===== src/rtl/tqvp_byte_uart_host.sv =====
// UART-driven bus initiator for TinyQV byte peripherals: decodes serial
// write/read commands into peripheral register accesses and returns read data.
module tqvp_byte_uart_host #(
  parameter int CLKS_PER_BIT = 556
) (
  input  logic       clk_i,
  input  logic       rst_ni,
  input  logic       uart_rx_i,
  output logic       uart_tx_o,
  output logic [3:0] per_address_o,
  output logic       per_data_write_o,
  output logic [7:0] per_data_out_o,
  input  logic [7:0] per_data_in_i,
  output logic       busy_o
);

  localparam int CNT_W = $clog2(CLKS_PER_BIT);
  localparam logic [CNT_W-1:0] BIT_LAST  = CNT_W'(CLKS_PER_BIT - 1);
  localparam logic [CNT_W-1:0] HALF_LAST = CNT_W'(CLKS_PER_BIT / 2 - 1);

  typedef enum logic [1:0] {RX_IDLE, RX_START, RX_DATA, RX_STOP} rxState_e;
  typedef enum logic [2:0] {
    P_IDLE, P_WAIT_DATA, P_WRITE, P_READ_SAMPLE, P_READ_SEND
  } pState_e;

  logic [1:0]       rxSync_q;
  logic             rxPrev_q;
  rxState_e         rxState_q, rxState_d;
  logic [CNT_W-1:0] rxCnt_q, rxCnt_d;
  logic [2:0]       rxBit_q, rxBit_d;
  logic [7:0]       rxShift_q, rxShift_d;
  logic             holdFull_q, holdFull_d;
  logic [7:0]       holdData_q, holdData_d;
  pState_e          pState_q, pState_d;
  logic [3:0]       addrLatch_q, addrLatch_d;
  logic [3:0]       perAddr_q, perAddr_d;
  logic [7:0]       perData_q, perData_d;
  logic [7:0]       txHold_q, txHold_d;
  logic             txActive_q, txActive_d;
  logic [9:0]       txShift_q, txShift_d;
  logic [CNT_W-1:0] txCnt_q, txCnt_d;
  logic [3:0]       txBit_q, txBit_d;

  logic       rxS;
  logic       rxValid;
  logic       rxFrameErr;
  logic       byteAvail;
  logic [7:0] byteIn;
  logic       consume;
  logic       txStart;

  assign rxS = rxSync_q[1];

  always_comb begin
    rxState_d  = rxState_q;
    rxCnt_d    = rxCnt_q;
    rxBit_d    = rxBit_q;
    rxShift_d  = rxShift_q;
    rxValid    = 1'b0;
    rxFrameErr = 1'b0;
    case (rxState_q)
      RX_IDLE: begin
        if (rxPrev_q && !rxS) begin
          rxState_d = RX_START;
          rxCnt_d   = '0;
        end
      end
      RX_START: begin
        if (rxCnt_q == HALF_LAST) begin
          rxCnt_d   = '0;
          rxBit_d   = '0;
          rxState_d = rxS ? RX_IDLE : RX_DATA;
        end else begin
          rxCnt_d = rxCnt_q + 1'b1;
        end
      end
      RX_DATA: begin
        if (rxCnt_q == BIT_LAST) begin
          rxCnt_d   = '0;
          rxShift_d = {rxS, rxShift_q[7:1]};
          rxBit_d   = rxBit_q + 3'd1;
          if (rxBit_q == 3'd7) rxState_d = RX_STOP;
        end else begin
          rxCnt_d = rxCnt_q + 1'b1;
        end
      end
      RX_STOP: begin
        if (rxCnt_q == BIT_LAST) begin
          rxState_d  = RX_IDLE;
          rxValid    = rxS;
          rxFrameErr = !rxS;
        end else begin
          rxCnt_d = rxCnt_q + 1'b1;
        end
      end
      default: rxState_d = RX_IDLE;
    endcase
  end

  // A freshly received byte bypasses the hold register when the parser can take it at once.
  assign byteAvail = holdFull_q | rxValid;
  assign byteIn    = holdFull_q ? holdData_q : rxShift_q;

  always_comb begin
    pState_d    = pState_q;
    addrLatch_d = addrLatch_q;
    perAddr_d   = perAddr_q;
    perData_d   = perData_q;
    txHold_d    = txHold_q;
    consume     = 1'b0;
    txStart     = 1'b0;
    case (pState_q)
      P_IDLE: begin
        if (byteAvail) begin
          consume = 1'b1;
          if (byteIn[6:4] == 3'b000) begin
            if (byteIn[7]) begin
              addrLatch_d = byteIn[3:0];
              pState_d    = P_WAIT_DATA;
            end else begin
              perAddr_d = byteIn[3:0];
              pState_d  = P_READ_SAMPLE;
            end
          end
        end
      end
      P_WAIT_DATA: begin
        // A corrupted frame abandons the half-received write command.
        if (rxFrameErr) begin
          pState_d = P_IDLE;
        end else if (byteAvail) begin
          consume   = 1'b1;
          perAddr_d = addrLatch_q;
          perData_d = byteIn;
          pState_d  = P_WRITE;
        end
      end
      P_WRITE: pState_d = P_IDLE;
      P_READ_SAMPLE: begin
        txHold_d = per_data_in_i;
        pState_d = P_READ_SEND;
      end
      P_READ_SEND: begin
        if (!txActive_q) begin
          txStart  = 1'b1;
          pState_d = P_IDLE;
        end
      end
      default: pState_d = P_IDLE;
    endcase
  end

  always_comb begin
    holdFull_d = holdFull_q;
    holdData_d = holdData_q;
    if (holdFull_q) begin
      if (consume) begin
        holdFull_d = rxValid;
        holdData_d = rxShift_q;
      end
    end else if (rxValid && !consume) begin
      holdFull_d = 1'b1;
      holdData_d = rxShift_q;
    end
  end

  always_comb begin
    txActive_d = txActive_q;
    txShift_d  = txShift_q;
    txCnt_d    = txCnt_q;
    txBit_d    = txBit_q;
    if (txStart) begin
      txActive_d = 1'b1;
      txShift_d  = {1'b1, txHold_q, 1'b0};
      txCnt_d    = '0;
      txBit_d    = '0;
    end else if (txActive_q) begin
      if (txCnt_q == BIT_LAST) begin
        txCnt_d   = '0;
        txShift_d = {1'b1, txShift_q[9:1]};
        txBit_d   = txBit_q + 4'd1;
        if (txBit_q == 4'd9) txActive_d = 1'b0;
      end else begin
        txCnt_d = txCnt_q + 1'b1;
      end
    end
  end

  always_ff @(posedge clk_i or negedge rst_ni) begin
    if (!rst_ni) begin
      rxSync_q    <= 2'b11;
      rxPrev_q    <= 1'b1;
      rxState_q   <= RX_IDLE;
      rxCnt_q     <= '0;
      rxBit_q     <= '0;
      rxShift_q   <= '0;
      holdFull_q  <= 1'b0;
      holdData_q  <= '0;
      pState_q    <= P_IDLE;
      addrLatch_q <= '0;
      perAddr_q   <= '0;
      perData_q   <= '0;
      txHold_q    <= '0;
      txActive_q  <= 1'b0;
      txShift_q   <= '1;
      txCnt_q     <= '0;
      txBit_q     <= '0;
    end else begin
      rxSync_q    <= {rxSync_q[0], uart_rx_i};
      rxPrev_q    <= rxS;
      rxState_q   <= rxState_d;
      rxCnt_q     <= rxCnt_d;
      rxBit_q     <= rxBit_d;
      rxShift_q   <= rxShift_d;
      holdFull_q  <= holdFull_d;
      holdData_q  <= holdData_d;
      pState_q    <= pState_d;
      addrLatch_q <= addrLatch_d;
      perAddr_q   <= perAddr_d;
      perData_q   <= perData_d;
      txHold_q    <= txHold_d;
      txActive_q  <= txActive_d;
      txShift_q   <= txShift_d;
      txCnt_q     <= txCnt_d;
      txBit_q     <= txBit_d;
    end
  end

  assign uart_tx_o        = txActive_q ? txShift_q[0] : 1'b1;
  assign per_address_o    = perAddr_q;
  assign per_data_out_o   = perData_q;
  assign per_data_write_o = (pState_q == P_WRITE);
  assign busy_o           = (pState_q != P_IDLE) | txActive_q | holdFull_q;

endmodule


===== config.mk =====
export PLATFORM = sky130hd
export DESIGN_NAME = tqvp_byte_uart_host
export DESIGN_NICKNAME = d
export VERILOG_FILES = /design/src/rtl/tqvp_byte_uart_host.sv
export SDC_FILE = /design/constraint.sdc
export NUM_CORES = 1
export LEC_CHECK = 0
export ABC_CLOCK_PERIOD_IN_PS = 6100
export BUFFER_PORTS_ARGS = -buffer_cell sky130_fd_sc_hd__buf_2
export CORE_MARGIN = 5
export CORE_UTILIZATION = 60
export CTS_BUF_LIST = sky130_fd_sc_hd__clkbuf_4 sky130_fd_sc_hd__clkbuf_8
export DETAILED_ROUTE_END_ITERATION = 12
export GPL_TIMING_DRIVEN = 0
export HOLD_SLACK_MARGIN = 0.03
export PLACE_DENSITY = 0.87
export SYNTH_ARGS = -nofsm -noshare
export SYNTH_HDL_FRONTEND = slang
export SYNTH_SLANG_ARGS = --single-unit
export TNS_END_PERCENT = 5

===== constraint.sdc =====
create_clock -name clk_i -period 6.1 [get_ports clk_i]
set_clock_uncertainty 0.05 [all_clocks]
set_input_delay 0.305 -clock clk_i [delete_from_list [all_inputs] [get_ports clk_i]]
set_output_delay 0.305 -clock clk_i [all_outputs]
set_load 0.02 [all_outputs]

After elaboration in Yosys (flattened, before gate mapping)
Index checks and enable logic that the tools add are counted.
- flip-flop bits (word level): 87
- input port bits: 11
- output and inout bits: 15
- word-level logic and storage cells: 132
- $add $sub $neg: 4
- equality and inequality tests: 26
- muxes and demuxes: 58
- bitwise logic cells: 4
- reductions and logical operators: 23
- operators with widths (cell ; count):
    $mux 10 ; 10
    $pmux 10 s4 ; 1
    $mux 4 ; 8
    $mux 8 ; 4
    $ne 2x2->1 const B ; 12
    $mux 3 ; 7
    $add 10x1->10 const B ; 2
    $eq 10x10->1 const B ; 2
    $mux 1 ; 16
    $mux 2 ; 7
    $pmux 3 s4 ; 1
    $eq 10x9->1 const B ; 1
    $reduce_bool 2->1 ; 5
    $pmux 2 s4 ; 1
    $pmux 4 s2 ; 1
    $reduce_and 2->1 ; 4
    $reduce_and 4->1 ; 2
    $eq 3x2->1 const B ; 2
    $eq 3x3->1 const B ; 2
    $logic_not 3->1 ; 2
    $pmux 3 s2 ; 1
    $reduce_and 3->1 ; 2
    $reduce_and 6->1 ; 1
    $reduce_and 5->1 ; 1
    other kinds (15) ; 20

Longest topological paths before layout
Gate-level depths: netlist of run 1.
- word-level depth: 11
- depth in mapped cells: 8
- gate-level depth less buffers: 7

Worst setup path after synthesis of run 1
Ideal clock, no wire load.
- path type: register -> register
- start point: reg holdFull_q
- end point: reg addrLatch_q[0]
- setup time: 125 ps
- data arrival time: 1946 ps
- required time: 5925 ps
- path slack: 3979 ps
- cell stages (with the launch flop): 7
- buffers on the path: 1
- clock period less this slack: 2121 ps
- cell sequence: dfrtp_1 clkbuf_1 or4_1 o41ai_1 a21bo_2 nor4_4 mux2_2
- longest elaborated chain between the ends: 3
- elaborated cells between the ends (all ways): 4
- those cells by class: 1 x mux; 1 x bitwise; 2 x reduce/logical
- RTL lines (what ; line ; RTL):
    start: declaration ; 32 ; logic holdFull_q, holdFull_d;
    start signal: assignment ; 215 ; holdFull_q <= holdFull_d;
    $mux 8 ; 102 ; assign byteIn = holdFull_q ? holdData_q : rxShift_q;
    $logic_not 3->1 ; 116 ; if (byteIn[6:4] == 3'b000) begin
    $reduce_and 4->1 (no line) ; n/a ;
    end signal: assignment ; 218 ; addrLatch_q <= addrLatch_d;
    end: declaration ; 35 ; logic [3:0] addrLatch_q, addrLatch_d;
Parallel ways exist; a longest one is shown, timed or not.
A chain may end at the register's enable or synchronous reset.

Worst setup path in the final report of run 1
- start point: reg holdFull_q
- end point: reg perAddr_q[0] (netlist: per_address_o[0])
- longest elaborated chain between the ends: 5
- elaborated cells between the ends (all ways): 12
- those cells by class: 4 x eq/ne; 5 x mux; 1 x bitwise; 2 x reduce/logical
- RTL lines (what ; line ; RTL):
    $mux 8 ; 102 ;
    $mux 4 ; 117 ; if (byteIn[7]) begin
    $mux 4 ; 116 ;
    $mux 4 ; 114 ; if (byteAvail) begin
    $pmux 4 s2 ; 112 ; case (pState_q)
    end signal: assignment ; 219 ; perAddr_q <= perAddr_d;
    end: declaration ; 36 ; logic [3:0] perAddr_q, perAddr_d;
Parallel ways exist; a longest one is shown, timed or not. The select of a mux whose other input is x is not followed.

==> flow_summary.json, run 1 <==
{
  "cp_max_fo": 7,
  "setup_viol": 0,
  "period_minus_slack_ns": 2.53,
  "dpl.hpwl_um": 5560,
  "hold_violations": 0,
  "drv_cap": 0,
  "synth_seq_cells": 86,
  "multi_input_area_um2": 1870,
  "design_area_um2": 4590,
  "gr-total-overflow": 0,
  "rsz0062_at_grt": "no",
  "cts_tree": "yes",
  "area_growth_pct": 11.5,
  "fillers": 471,
  "yosys.area.top_type": "dfrtp_1",
  "ys_types": 54,
  "grtUsageTotal_pct": 21.2,
  "post_cts_resized": 0,
  "htree_levels": 3,
  "clock_latency_ns": 0.36,
  "root_buffer": "clkbuf_8",
  "setup_tns_ns": 0,
  "crit_path_start_kind": "flop",
  "synth_flop_cell": "dfrtp_1",
  "vias": 2945,
  "cts_buffers": 9,
  "syn_area_um2": 4120,
  "yosys-top-cells-count": "dfrtp_1 (74), mux2_2 (50), o21ai_0 (34)",
  "core_area_um2": 6720,
  "ir_worst_vdd_uv": 170,
  "final_cell_count_no_fill": 483,
  "wirelength_um": 8190,
  "cp.required_ns": 6.30,
  "num_rows": 30,
  "seq_area_frac_synth_pct": 52.7,
  "die_area_um2": 8610,
  "clkTransAtPathRegs_ns": 0.09,
  "hold_path_class": "input pin to flop",
  "first_global_vias": 3041,
  "drtIter0Drc": 209,
  "numPortBuffers": 25,
  "synth_edf_count": 0,
  "p_leak_nw": 2.07,
  "grt_start_max_net_pins": 45,
  "slew_violations": 0,
  "crit_path_end_kind": "flop",
  "syn_nets": 377,
  "yosysMostFrequentCell": "dfrtp_1",
  "start_util_pct": 61.2,
  "worst-endpoint-arrival_ns": 2.73,
  "ant_nets": 0,
  "drive_gt1_share_pct": 29.8,
  "drt-pass1-iter-count": 4,
  "post_dp_cell_area_um2": 4360,
  "grt_pass1_wl_um": 14600,
  "routed_via_density": 6.10,
  "antenna_cells": 0,
  "status": "complete, no violations",
  "power.total_mw": 1.13,
  "clk_path_buf_depth": 2,
  "die_w_um": 92.8,
  "fmax_mhz": 395,
  "period_share_pct": 41.5,
  "async_flop_share_pct": 100,
  "clock_sinks": 86,
  "dp_cells": 465,
  "worstMarginPinSlew_ns": 0.862,
  "wl_per_cell_um": 17.0,
  "max_slew_margin_pct": 42.0,
  "yosys.area.top_type_share_pct": 45.0,
  "gp_congestion": 0.818,
  "critPathKind": "flop to flop",
  "drc": 0,
  "synthTopCellsByArea": "dfrtp_1 (45%), mux2_2 (14%), dfstp_2 (7.7%), o21ai_0 (4.1%), nand2_1 (2.9%)",
  "die_h_um": 92.8,
  "pwr_density_cell_nw_per_um2": 245,
  "post_synth.cell_area_avg_um2": 11.5,
  "final_nets": 416,
  "ios": 26,
  "synthCells": 359,
  "antenna_found_initial": 0,
  "yosys_warnings": 0,
  "seq_area_um2": 2170
}
## repair_timing
item | in CTS | in global routing
endpoints found under the hold margin | 38 | 0
buffers inserted | 0 | 0
hold buffers | 2 | 0
## where the power goes
group	total (mW)	switching (mW)	internal, mW
clock	0.415	0.213	0.203
sequential	0.624	0.0298	0.594
combinational	0.0872	0.0452	0.0420
## flip-flops by register name, indices dropped and copies added, names as in the netlist, 8 cells and up, named ones only
register        cells
rxCnt_q            10
txCnt_q            10
txShift_q           9
holdData_q          8
per_data_out_o      8
rxShift_q           8
txHold_q            8
## worst paths after layout
check / startpoint / to / slack, ns / cells past startpoint
setup / recovery: holdFull_q / per_address_o[0] / 3.57 / 6
hold / removal: per_data_in_i[0] / txHold_q[0] / 0.12 / 2
setup reg to reg: holdFull_q / per_address_o[0] / 3.57 / 6
hold reg to reg: rxSync_q[0] / rxSync_q[1] / 0.31 / 0
max in group asynchronous: rst_ni / txShift_q[7] / 4.90 / 3
min in group asynchronous: rst_ni / rxCnt_q[3] / 0.43 / 2
## cells in the final DEF, fill, tap and decap left out, types with 5 or more instances in the layout
cell type and instances:
dfrtp_1 74, mux2_2 50, o21ai_0 34, nand2_1 32, buf_2 29, nor2_1 17, dfstp_2 12, mux2i_1 11
nand3_1 10, clkbuf_8 10, inv_1 9, a21oi_1 9, and3_1 8, ha_1 7, clkbuf_1 6, nand2b_1 5
nand4_1 5, a31oi_1 5
## layout make-up
type / count / area share (%)
flip-flops and latches: 86 / 47.2
multi-input cells: 253 / 40.7
repair buffers: 28 / 3.65
clock buffers: 10 / 3.00
well taps: 80 / 2.18
clock inverters: 6 / 1.50
plain buffers: 11 / 1.04
inverters: 9 / 0.736
## logic make-up after synthesis
logic type	count (synthesis)	synth area share [%]
buffers and inverters	20	1.98
adders and majority gates	7	2.13
xor gates and xnor gates	4	0.851
DFF	86	52.7
AOI/OAI and AO/OA	78	12.5
and+or+nand+nor	103	13.6
muxes	61	16.4
## through the flow
step	worst slack [ns]	utilization, %	hold slack (ns)
final	3.57	68.3	0.124
after global routing	3.36	68.3	0.117
after CTS	3.58	68.3	0.112
after detailed placement	3.58	64.9	0.273
after global placement	3.63	64.6	0.299
after floorplan	3.98	-	-0.0406
## routing by layer
metal | up-vias | GRT usage, % | routed length, um
met5 | - | 0 | 0
met3 | 20 | 3.25 | 227
met1 | 1488 | 27.9 | 3630
li1 | 1387 | - | -
met2 | 50 | 34.1 | 4110
met4 | 0 | 10.7 | 216
## worst max-delay path: stages, from the launching register on
cell and delay (ns):
dfrtp_1 0.32, clkbuf_1 0.30, inv_1 0.17, o41ai_1 0.52
a21oi_1 0.14, a211oi_2 0.51, mux2_2 0.40
(Power assumes the default switching activity.)
==> run 2, diff against run 1 <==
--- a/config.mk
+++ b/config.mk
@@ -5,7 +5,8 @@
 export SDC_FILE = /design/constraint.sdc
 export NUM_CORES = 1
 export LEC_CHECK = 0
-export ABC_CLOCK_PERIOD_IN_PS = 6100
+export ABC_AREA = 1
+export ABC_CLOCK_PERIOD_IN_PS = 2400
 export BUFFER_PORTS_ARGS = -buffer_cell sky130_fd_sc_hd__buf_2
 export CORE_MARGIN = 5
 export CORE_UTILIZATION = 60
==> constraint.sdc (replaced) <==
create_clock -name clk_i -period 2.4 [get_ports clk_i]
set_clock_uncertainty 0.05 [all_clocks]
set_input_delay 0.12 -clock clk_i [delete_from_list [all_inputs] [get_ports clk_i]]
set_output_delay 0.12 -clock clk_i [all_outputs]
set_load 0.02 [all_outputs]
==> flow_summary.json, run 2 <==
{
  "status": "complete, no violations",
  "max_slew_margin_pct": 62.5,
  "period_share_pct": 82.2,
  "core_area_um2": 7180,
  "syn_area_um2": 4370,
  "final_nets": 562,
  "p_leak_nw": 2.38,
  "die_w_um": 95.3,
  "ys_types": 37,
  "pwr_density_cell_nw_per_um2": 640,
  "clock_sinks": 86,
  "drt-pass1-iter-count": 5,
  "cts_tree": "yes",
  "synth_seq_cells": 86,
  "wirelength_um": 9130,
  "post-place-ws_ns": 0.528,
  "numPortBuffers": 25,
  "syn_nets": 515,
  "ios": 26,
  "hold_path_class": "input pin to async pin",
  "period_minus_slack_ns": 1.97,
  "wirelength_met1_um": 3880,
  "critPathSlowestCell": "dfrtp_1",
  "seq_area_frac_synth_pct": 49.6,
  "critPathMaxStageDelay_ns": 0.49,
  "hold_ws_ns": 0.181,
  "clk_path_buf_depth": 2,
  "dp_cells": 622,
  "dpl.hpwl_um": 6200,
  "power.total_mw": 3.18,
  "seq_area_um2": 2170,
  "async_flop_share_pct": 100,
  "setup_tns_ns": 0,
  "grt_pass1_wl_um": 15700,
  "cp_top_family": "simple AND/OR/NAND/NOR gates",
  "reg_top3": "rxCnt_q (10), txCnt_q (10), txShift_q (9)",
  "fmax_mhz": 507,
  "clock_latency_ns": 0.36,
  "wl_per_cell_um": 14.1,
  "r2r_slack_ns": 0.43,
  "cp_max_fo": 10,
  "final_common_cell": "nand2_1",
  "gp_congestion": 0.890,
  "vias": 3507,
  "wl_met2_um": 4550,
  "slew_violations": 0,
  "cts_buffers": 9,
  "area_growth_pct": 13.7,
  "drive_gt1_share_pct": 21.5,
  "drtIter0Drc": 203,
  "antenna_found_initial": 0,
  "root_buffer": "clkbuf_8",
  "crit_path_start_kind": "flop",
  "die_h_um": 95.3,
  "final_cell_count_no_fill": 648,
  "design_area_um2": 4960,
  "multi_input_area_um2": 1910,
  "grt_start_max_net_pins": 57,
  "fillers": 512,
  "ant_nets": 0,
  "start_util_pct": 60.9,
  "clkTransAtPathRegs_ns": 0.09,
  "worst-r2r-cell-count": 9,
  "first_global_vias": 3400,
  "grtUsageTotal_pct": 22.3,
  "layout_common_cells": "nand2_1 (124), dfrtp_1 (74), inv_1 (50), nand3_1 (46), o21ai_0 (36)",
  "critPathKind": "flop to flop",
  "synthTopCellsByArea": "dfrtp_1 (42%), nand2_1 (11%), dfstp_2 (7.2%), nand3_1 (5.3%), inv_1 (4.3%)",
  "ir_worst_vdd_uv": 517,
  "cp_num_buf_inv": 1,
  "setup_viol": 0,
  "antenna_cells": 0,
  "hold_violations": 0,
  "timing.rr.start": "txCnt_q[0]",
  "yosys.area.top_type": "dfrtp_1",
  "cp.required_ns": 2.59,
  "synthCells": 497,
  "routed.top_layer": "met4",
  "htree_levels": 3,
  "crit_chain": "ha_1 > nand3_1 > nor2_1 > nand3_1 > nand2_2 > nand2_1 > buf_2 > nor2_1 > a21oi_1",
  "synth_edf_count": 0,
  "r2r_end": "txBit_q[0]",
  "cts_setup_buffers": 0,
  "post_dp_cell_area_um2": 4650,
  "drv_cap": 0,
  "yosys-top-cells-count": "nand2_1 (124), dfrtp_1 (74), inv_1 (50)",
  "crit_path_end_kind": "flop",
  "yosys_warnings": 0,
  "num_rows": 31,
  "synth_flop_cell": "dfrtp_1",
  "setup_slack_ns": 0.428,
  "post_synth.cell_area_avg_um2": 8.79,
  "rsz0062_at_grt": "no",
  "yosysMostFrequentCell": "nand2_1",
  "dr_wl_met3_um": 482,
  "worstMarginPinSlew_ns": 0.561,
  "utilization_pct": 69.2,
  "drc": 0,
  "gr-total-overflow": 0,
  "worst-endpoint-arrival_ns": 2.17,
  "die_area_um2": 9090,
  "yosys.area.top_type_share_pct": 42.4,
  "routed_via_density": 5.41
}
==> run 2: cell count changes after synthesis, sizes merged, moves of 6 or more <==
| cell | change |
|---|---|
| and3 | -8 |
| clkbuf | -6 |
| inv | +49 |
| mux2 | -43 |
| nand2 | +110 |
| nand3 | +42 |
| nor2 | +9 |
| nor3 | +6 |
| o21ai | +17 |
| xor2 | +8 |
==> run 2: area by class of cell <==
class | count | area share (%)
clock inverter | 6 | 1.74
sequential | 86 | 43.6
inverter | 59 | 4.54
buffer | 9 | 1.26
tap | 99 | 2.49
clock buffer | 10 | 2.65
timing repair buffer | 36 | 5.14
multi-input combinational | 343 | 38.5
==> run 2: how the worst max path moves through the flow <==
stage / slack [ns] / cells past startpoint / from / endpoint
final: 0.43 / 9 / txCnt_q[0] / txBit_q[0]
after global routing: 0.35 / 9 / txCnt_q[0] / txBit_q[1]
after CTS: 0.47 / 9 / txCnt_q[0] / txBit_q[0]
after detailed placement: 0.53 / 9 / txCnt_q[0] / txBit_q[0]
after global placement: 0.51 / 1 / rst_ni / rxShift_q[5]
after floorplan: 0.78 / 9 / rxCnt_q[0] / per_data_out_o[2]
==> run 2: cells by family (layout without fill, tap and decap cells) <==
kind of cell	after synthesis	after routing	synth area share [%]
and+or+nand+nor	243	243	28.0
DFF	86	86	49.6
AOI/OAI and AO/OA	70	70	8.65
buffers and inverters	68	120	6.59
muxes	13	13	3.18
xor gates and xnor gates	10	10	2.01
adders and majority gates	7	7	2.01
==> run 2: layer usage <==
| layer | GRT usage, % | vias up |
|---|---|---|
| met4 | 8.05 | 0 |
| li1 | - | 1718 |
| met2 | 36.1 | 99 |
| met5 | 0 | - |
| met3 | 5.52 | 26 |
| met1 | 29.0 | 1664 |
==> run 2: power by group <==
| group | switching (mW) | internal (mW) | leakage (nW) | total (mW) |
|---|---|---|---|---|
| Sequential | 0.0643 | 1.51 | 1.13 | 1.57 |
| Combinational | 0.335 | 0.155 | 1.13 | 0.490 |
| Clock | 0.518 | 0.596 | 0.110 | 1.11 |
==> run 2: what timing repair did <==
action | CTS | global route
endpoints found under the hold margin | 39 | 0
hold buffers | 10 | 0
resized for setup | 0 | 0
